## src/rtl/clk_div_multi.sv

```systemverilog
// rtl/clk_div_multi.sv - multi-channel programmable clock/strobe divider
// Each channel divides clk_i by a runtime period; new periods apply only at a period boundary.
module clk_div_multi #(
  parameter int NCH      = 2,
  parameter int CNT_W    = 24,
  parameter int DIV_INIT = 100000
) (
  input  logic                 clk_i,
  input  logic                 rst_n_i,
  input  logic [NCH-1:0]       en_i,
  input  logic [NCH*CNT_W-1:0] div_i,
  input  logic [NCH-1:0]       div_load_i,
  output logic [NCH-1:0]       div_pend_o,
  output logic [NCH-1:0]       clk_o,
  output logic [NCH-1:0]       tick_o
);

  localparam logic [CNT_W-1:0] INIT_DIV = CNT_W'(DIV_INIT);
  localparam logic [CNT_W-1:0] MIN_DIV  = CNT_W'(2);
  localparam logic [CNT_W-1:0] ONE      = CNT_W'(1);

  for (genvar k = 0; k < NCH; k++) begin : g_ch
    logic [CNT_W-1:0] cnt_q, cnt_d;
    logic [CNT_W-1:0] act_q, act_d;
    logic [CNT_W-1:0] shd_q, shd_d;
    logic [CNT_W-1:0] eff, div_k;
    logic             run_q, pend_q, pend_d;
    logic             clk_q, clk_d, tick_q, tick_d;
    logic             wrap;

    always_comb begin
      div_k  = div_i[k*CNT_W +: CNT_W];
      eff    = (act_q < MIN_DIV) ? MIN_DIV : act_q;
      // run_q separates "counting at 0" from "idle at 0" so the first enabled cycle is a fresh period
      wrap   = en_i[k] && run_q && (cnt_q == eff - ONE);
      cnt_d  = '0;
      act_d  = act_q;
      shd_d  = shd_q;
      pend_d = pend_q;
      if (!en_i[k]) begin
        if (div_load_i[k]) begin
          shd_d  = div_k;
          pend_d = 1'b1;
        end else if (pend_q) begin
          act_d  = shd_q;
          pend_d = 1'b0;
        end
      end else if (wrap) begin
        // a load landing on the wrap itself takes effect immediately
        if (div_load_i[k]) begin
          act_d  = div_k;
          pend_d = 1'b0;
        end else if (pend_q) begin
          act_d  = shd_q;
          pend_d = 1'b0;
        end
      end else begin
        if (run_q) cnt_d = cnt_q + ONE;
        if (div_load_i[k]) begin
          shd_d  = div_k;
          pend_d = 1'b1;
        end
      end
      // at a wrap cnt_d is 0, which is high for any period, so the old eff is safe here
      clk_d  = en_i[k] && (cnt_d < (eff >> 1));
      tick_d = en_i[k] && (cnt_d == '0);
    end

    always_ff @(posedge clk_i or negedge rst_n_i) begin
      if (!rst_n_i) begin
        cnt_q  <= '0;
        act_q  <= INIT_DIV;
        shd_q  <= INIT_DIV;
        run_q  <= 1'b0;
        pend_q <= 1'b0;
        clk_q  <= 1'b0;
        tick_q <= 1'b0;
      end else begin
        cnt_q  <= cnt_d;
        act_q  <= act_d;
        shd_q  <= shd_d;
        run_q  <= en_i[k];
        pend_q <= pend_d;
        clk_q  <= clk_d;
        tick_q <= tick_d;
      end
    end

    assign clk_o[k]      = clk_q;
    assign tick_o[k]     = tick_q;
    assign div_pend_o[k] = pend_q;
  end

endmodule
```

## config.mk

```make
export PLATFORM = sky130hd
export DESIGN_NAME = clk_div_multi
export DESIGN_NICKNAME = d
export VERILOG_FILES = /design/src/rtl/clk_div_multi.sv
export SDC_FILE = /design/constraint.sdc
export NUM_CORES = 1
export LEC_CHECK = 0
export CORE_UTILIZATION = 48
export DETAILED_ROUTE_END_ITERATION = 7
export GPL_TIMING_DRIVEN = 0
export PLACE_DENSITY = 0.67
export SLEW_MARGIN = 20
export SYNTH_ARGS = -nofsm -noshare
export SYNTH_HDL_FRONTEND = slang
export SYNTH_SLANG_ARGS = --single-unit
export TNS_END_PERCENT = 1
```

## constraint.sdc

```tcl
create_clock -name clk_i -period 5.3 [get_ports clk_i]
set_clock_uncertainty 0.2 [all_clocks]
set_input_delay 0.53 -clock clk_i [delete_from_list [all_inputs] [get_ports clk_i]]
set_output_delay 0.53 -clock clk_i [all_outputs]
set_load 0.02 [all_outputs]
```

# [Yosys cells after proc, flatten, opt, wreduce, memory -nomap -nowiden]
# Cells that the tools add are included.
[totals] register_bits=152 in_bits=54 out_inout_bits=6 word_cells=76
[classes] n_addsub=4 order_cmp=4 eq_ne=10 muxes=32 reduce_logical=12
[op_table] op="$mux 24" n=24
[op_table] op="$add 24x1->24 const B" n=2
[op_table] op="$eq 24x24->1" n=2
[op_table] op="$logic_not 24->1" n=2
[op_table] op="$lt 24x2->1 const B" n=2
[op_table] op="$lt 24x23->1" n=2
[op_table] op="$sub 24x1->24 const B" n=2
[op_table] op="$logic_and 1x1->1" n=8
[op_table] op="$mux 1" n=8
[op_table] op="$ne 2x2->1 const B" n=4
[op_table] op="$ne 3x1->1 const B" n=2
[op_table] op="$ne 2x1->1 const B" n=2
[op_table] op="$reduce_and 2->1" n=2

# [Logic depth before layout (Yosys ltp)]
[logic_depth] ltp_word=9 depth_mapped=27 mapped_depth_nobuf=22

# [Worst setup path before layout]
# No wires, ideal clock.
[synth_path] path_kind="reg2reg" startpoint="register g_ch[1].act_q[8]" endpoint="register g_ch[1].clk_q" setup_ns=0.124 arrival_time_ns=5.217 required_ns=4.976 setup_slack_ns=-0.241 path_stages_with_launch=23 path_buffers=4 synth_period_minus_slack_ns=5.541 path_cell_list="dfrtp_1 -> or4_4 -> nor4_2 -> buf_2 -> nand3_1 -> nand2_1 -> ha_1 -> nor2b_1 -> clkbuf_1 -> nand2_1 -> a2111oi_0 -> nand3_1 -> or4_1 -> buf_6 -> nor3_4 -> buf_2 -> nor3_1 -> ha_1 -> nand4_1 -> nor3_1 -> o2111ai_1 -> o31a_1 -> o31a_1"
[synth_via] elab_chain_cells=9
[synth_rtl] element="start, declared" line="24" text="logic [CNT_W-1:0] act_q, act_d;"
[synth_rtl] element="start signal, assigned" line="80" text="act_q <= act_d;"
[synth_rtl] element="$lt 24x2->1" line="33" text="eff = (act_q < MIN_DIV) ? MIN_DIV : act_q;"
[synth_rtl] element="$mux 24 (*)" line="33"
[synth_rtl] element="$sub 24x1->24 (*)" line="35" text="wrap = en_i[k] && run_q && (cnt_q == eff - ONE);"
[synth_rtl] element="$eq 24x24->1 (*)" line="35"
[synth_rtl] element="$logic_and 1x1->1 (*)" line="35"
[synth_rtl] element="$mux 24 (*)" line="48" text="end else if (wrap) begin"
[synth_rtl] element="$mux 24 (*)" line="40" text="if (!en_i[k]) begin"
[synth_rtl] element="net g_ch[1].cnt_d[18]" line="23" text="logic [CNT_W-1:0] cnt_q, cnt_d;"
[synth_rtl] element="$lt 24x23->1 (*)" line="65" text="clk_d = en_i[k] && (cnt_d < (eff >> 1));"
[synth_rtl] element="$logic_and 1x1->1 (*)" line="65"
[synth_rtl] element="net g_ch[1].clk_d" line="28" text="logic clk_q, clk_d, tick_q, tick_d;"
[synth_rtl] element="end signal, assigned" line="84" text="clk_q <= clk_d;"
[synth_rtl] element="end, declared" line="28"
# Mark *: on every way through the listed nets, which the timed path passes. The rest lies on a longest branch.
# A chain may end at the register's enable or synchronous reset.

# [Worst setup path after layout]
[layout_path] startpoint="register g_ch[1].act_q[13]" endpoint="register g_ch[1].clk_q"
# Same word-level chain as after synthesis.

==> flow_metrics.tcl <==
set metrics [dict create \
    outcome "finished, violations left" \
    violations "setup timing" \
    synth-xor-area-share_pct 6.814 \
    crit_fanout 5 \
    rows 58 \
    die_x_um 164.0 \
    yosys_register_bits 152 \
    grtUsageTotal_pct 30.12 \
    grt_max_degree 79 \
    critPathSlowestCell "or4_4" \
    clkSinkCount 152 \
    die_area_um2 26890 \
    cts.clk_slew.worst_paths_ns 0.07 \
    clk_latency_ns 0.44 \
    met2_usage_pct 51.98 \
    dp_hpwl_um 29730 \
    synthFlopType "dfrtp_1" \
    fin_crit_sh_pct 101.8 \
    crit_top_cell "nor3_4" \
    avgViaCountPerCell 6.281 \
    max_stage_delay_ns 0.55 \
    worstPathArrival_ns 5.51 \
    yosysTopAreaCellShare_pct 25.43 \
    slew_headroom_pct 43.43 \
    finalSetupViolCount 2 \
    htree_levels 4 \
    drt_first_iter_violations 1002 \
    synthAdderAreaFrac_pct 4.768 \
    synth_top_family_by_area "simple AND/OR/NAND/NOR gates" \
    wl_per_cell_um 20.03 \
    design.core.area_um2 25470 \
    nets 1760 \
    syn_nets 1667 \
    worstMarginPinSlew_ns 0.8485 \
    yosys-top-cells-area "dfrtp_1 (25%), dfstp_2 (5.0%), nand2_1 (4.9%), ha_1 (4.8%), xor2_1 (4.0%)" \
    root_buffer "clkbuf_16" \
    synth.yosys.seq_area_share_pct 30.44 \
    clk_path_buf_depth 2 \
    first_global_vias 11950 \
    hold_violations 0 \
    yosysWarnings 0 \
    cap_violations 0 \
    grt_pass1_wl_um 63340 \
    max_freq_ghz 0.1853 \
    synthArstFlopShare_pct 100.0 \
    synth_compound_area_share_pct 23.10 \
    timing.final.ws_setup_ns -0.09723 \
    antenna_cells 0 \
    yosysUniqueCellTypes 76 \
    via_count 12570 \
    use_met1_pct 37.75 \
    synthCells 1565 \
    port_buffers 58 \
    start_util_pct 49.45 \
    muxShareOfSynthArea_pct 2.473 \
    power.total_mw 4.089 \
    syn2layout_area_growth_pct 18.30 \
    synth_edf_count 0 \
    period_needed_ns 5.397 \
    drtAntennaViolNets 0 \
    n_fill_cell 2271 \
    crit_path_start_kind "flip-flop" \
    required_ns 5.42 \
    synth-simple-area-share_pct 24.74 \
    drt_wl_total_um 40090 \
    syn_area_um2 12600 \
    cts_made_buffers 17 \
    cts_tree "yes" \
    die_y_um 164.0 \
    busiest_layer "met2" \
    drc_errors 0 \
    rsz0062_at_grt "true" \
    fin_util_pct 58.50 \
    grt_overflow 0 \
    pin_count 60 \
    crit_chain "or4_4, nor4_4, buf_6, a31oi_4, ha_4, buf_4, nand2b_1, nor2_1, a211oi_1, o32ai_1, nor4_1, nand4b_1, nor3_4, buf_6, buf_8, nor3_4, ha_1, nand4_1, buf_4, nor3_4, o2111ai_2, o31a_1, o31a_1" \
    yosysMostFrequentCell "nand2_1" \
    ys_top_cells_by_count "nand2_1 (166), clkbuf_1 (128), dfrtp_1 (128)" \
    critPathKind "flip-flop to flip-flop" \
    avgSynthCellArea_um2 8.048 \
    gp_congestion 0.9374 \
    antenna_found_initial 0 \
    critPathCaptureType "flip-flop" \
    drv_slew 0 \
    grt_util_met3_pct 4.268 \
    p_per_area_nw_per_um2 274.4 \
    final_layout_size_suffix_gt1_share_pct 13.35 \
    firstDrtPassIters 5 \
    yosysTopAreaCell "dfrtp_1" \
    p_leak_nw 6.042 \
    vdd_drop_max_mv 0.2152 \
    hold_class "flip-flop to flip-flop" \
]
where the power goes:
group	internal [mW]	leakage, nW	switching, mW	total (mW)
Sequential	1.32	1.83	0.189	1.51
Combinational	0.510	3.91	0.743	1.25
Clock	0.803	0.302	0.521	1.32
repair_timing:
| item | in CTS | in global routing |
|---|---|---|
| hold buffers | 1 | 0 |
| pin swaps | 41 | 2 |
| gates resized for setup | 86 | 5 |
| hold endpoints to repair | 71 | 0 |
| cloned | 1 | 0 |
| setup buffers | 24 | 1 |
| endpoints found under the setup margin | 56 | 2 |
per-layer routing:
layer	vias to the layer above	wire length (µm)
met2	510	19700
met1	6038	16780
li1	5920	-
met5	-	0
met4	0	1357
met3	100	2254
final cells by class:
| class | instances | area, µm² | share of cell area, % |
|---|---|---|---|
| Inverter | 78 | 292.8 | 1.965 |
| Buffer | 143 | 683.2 | 4.585 |
| Timing Repair Buffer | 86 | 859.6 | 5.769 |
| Tap cell | 330 | 412.9 | 2.771 |
| Clock inverter | 11 | 172.7 | 1.159 |
| Clock buffer | 21 | 450.4 | 3.023 |
| Multi-Input combinational cell | 1180 | 8192 | 54.98 |
| Sequential cell | 152 | 3837 | 25.75 |
state kept, by name, summed over array words and instances, names as in the netlist:
| signal | count |
|---|---|
| g_ch.act_q | 48 |
| g_ch.clk_q | 2 |
| g_ch.cnt_q | 48 |
| g_ch.pend_q | 2 |
| g_ch.run_q | 2 |
| g_ch.shd_q | 48 |
| g_ch.tick_q | 2 |
metrics by stage:
stage          TNS (ns)  hold slack, ns  area [µm²]  setup slack, ns  instances
2_1_floorplan  -0.01988         0.03441       12640         -0.01988       1565
3_3_place_gp    -403.71          0.2784       13630           -2.965       1953
3_5_place_dp     -4.568          0.2883       13660           -2.370       1954
4_1_cts        -0.06268          0.3030       14870         -0.06268       2000
5_1_grt         -0.6160          0.3063       14900          -0.3411       2001
6_report        -0.1690          0.3035       14900         -0.09723       2001
cells by family (layout without fill, tap and decap cells):
| logic type | count (synthesis) | in the layout |
|---|---|---|
| AND/OR/NAND/NOR | 601 | 601 |
| AO/OA/AOI/OAI | 405 | 405 |
| buffers and inverters | 233 | 339 |
| flip-flops | 152 | 152 |
| XOR/XNOR | 98 | 98 |
| adder cells (fa/ha/maj) | 48 | 48 |
| multiplexers | 28 | 28 |
layout by cell type, fill, tap and decap left out, types with 24 or more instances in the layout:
cell type / instances
or4_1: 28
clkdlybuf4s50_1: 57
a2bb2oi_1: 25
o22ai_1: 49
xnor2_1: 41
and3_1: 51
nor2_1: 81
buf_4: 32
clkbuf_1: 117
mux2_2: 25
a311o_1: 25
nand2_1: 164
inv_1: 78
o211ai_1: 33
nand2b_1: 30
xor2_1: 57
nor3_1: 57
nand3_1: 56
o31ai_1: 26
dfrtp_1: 125
a21oi_1: 48
o21ai_0: 64
dfstp_2: 24
ha_1: 45
a31oi_1: 34
path summary, 6_finish.rpt:
kind                              startpoint                 to  slack [ns]  cells past startpoint
min reg2reg                 g_ch[0].shd_q[8]   g_ch[0].shd_q[8]        0.30                      1
max                        g_ch[1].act_q[13]      g_ch[1].clk_q        -0.1                     23
max in group asynchronous            rst_n_i   g_ch[1].shd_q[5]        3.56                      3
max reg2reg                g_ch[1].act_q[13]      g_ch[1].clk_q        -0.1                     23
min                         g_ch[0].shd_q[8]   g_ch[0].shd_q[8]        0.30                      1
min in group asynchronous            rst_n_i  g_ch[0].shd_q[17]        0.47                      2
critical path, delay by kind of cell, from the launching register on:
kind	cells	cell delay, ns
flops	1	0.39
buf+inv	5	0.77
fa+ha+maj	2	0.53
simple gates	10	2.26
compound gates	6	1.13
(Power assumes the default switching activity.)
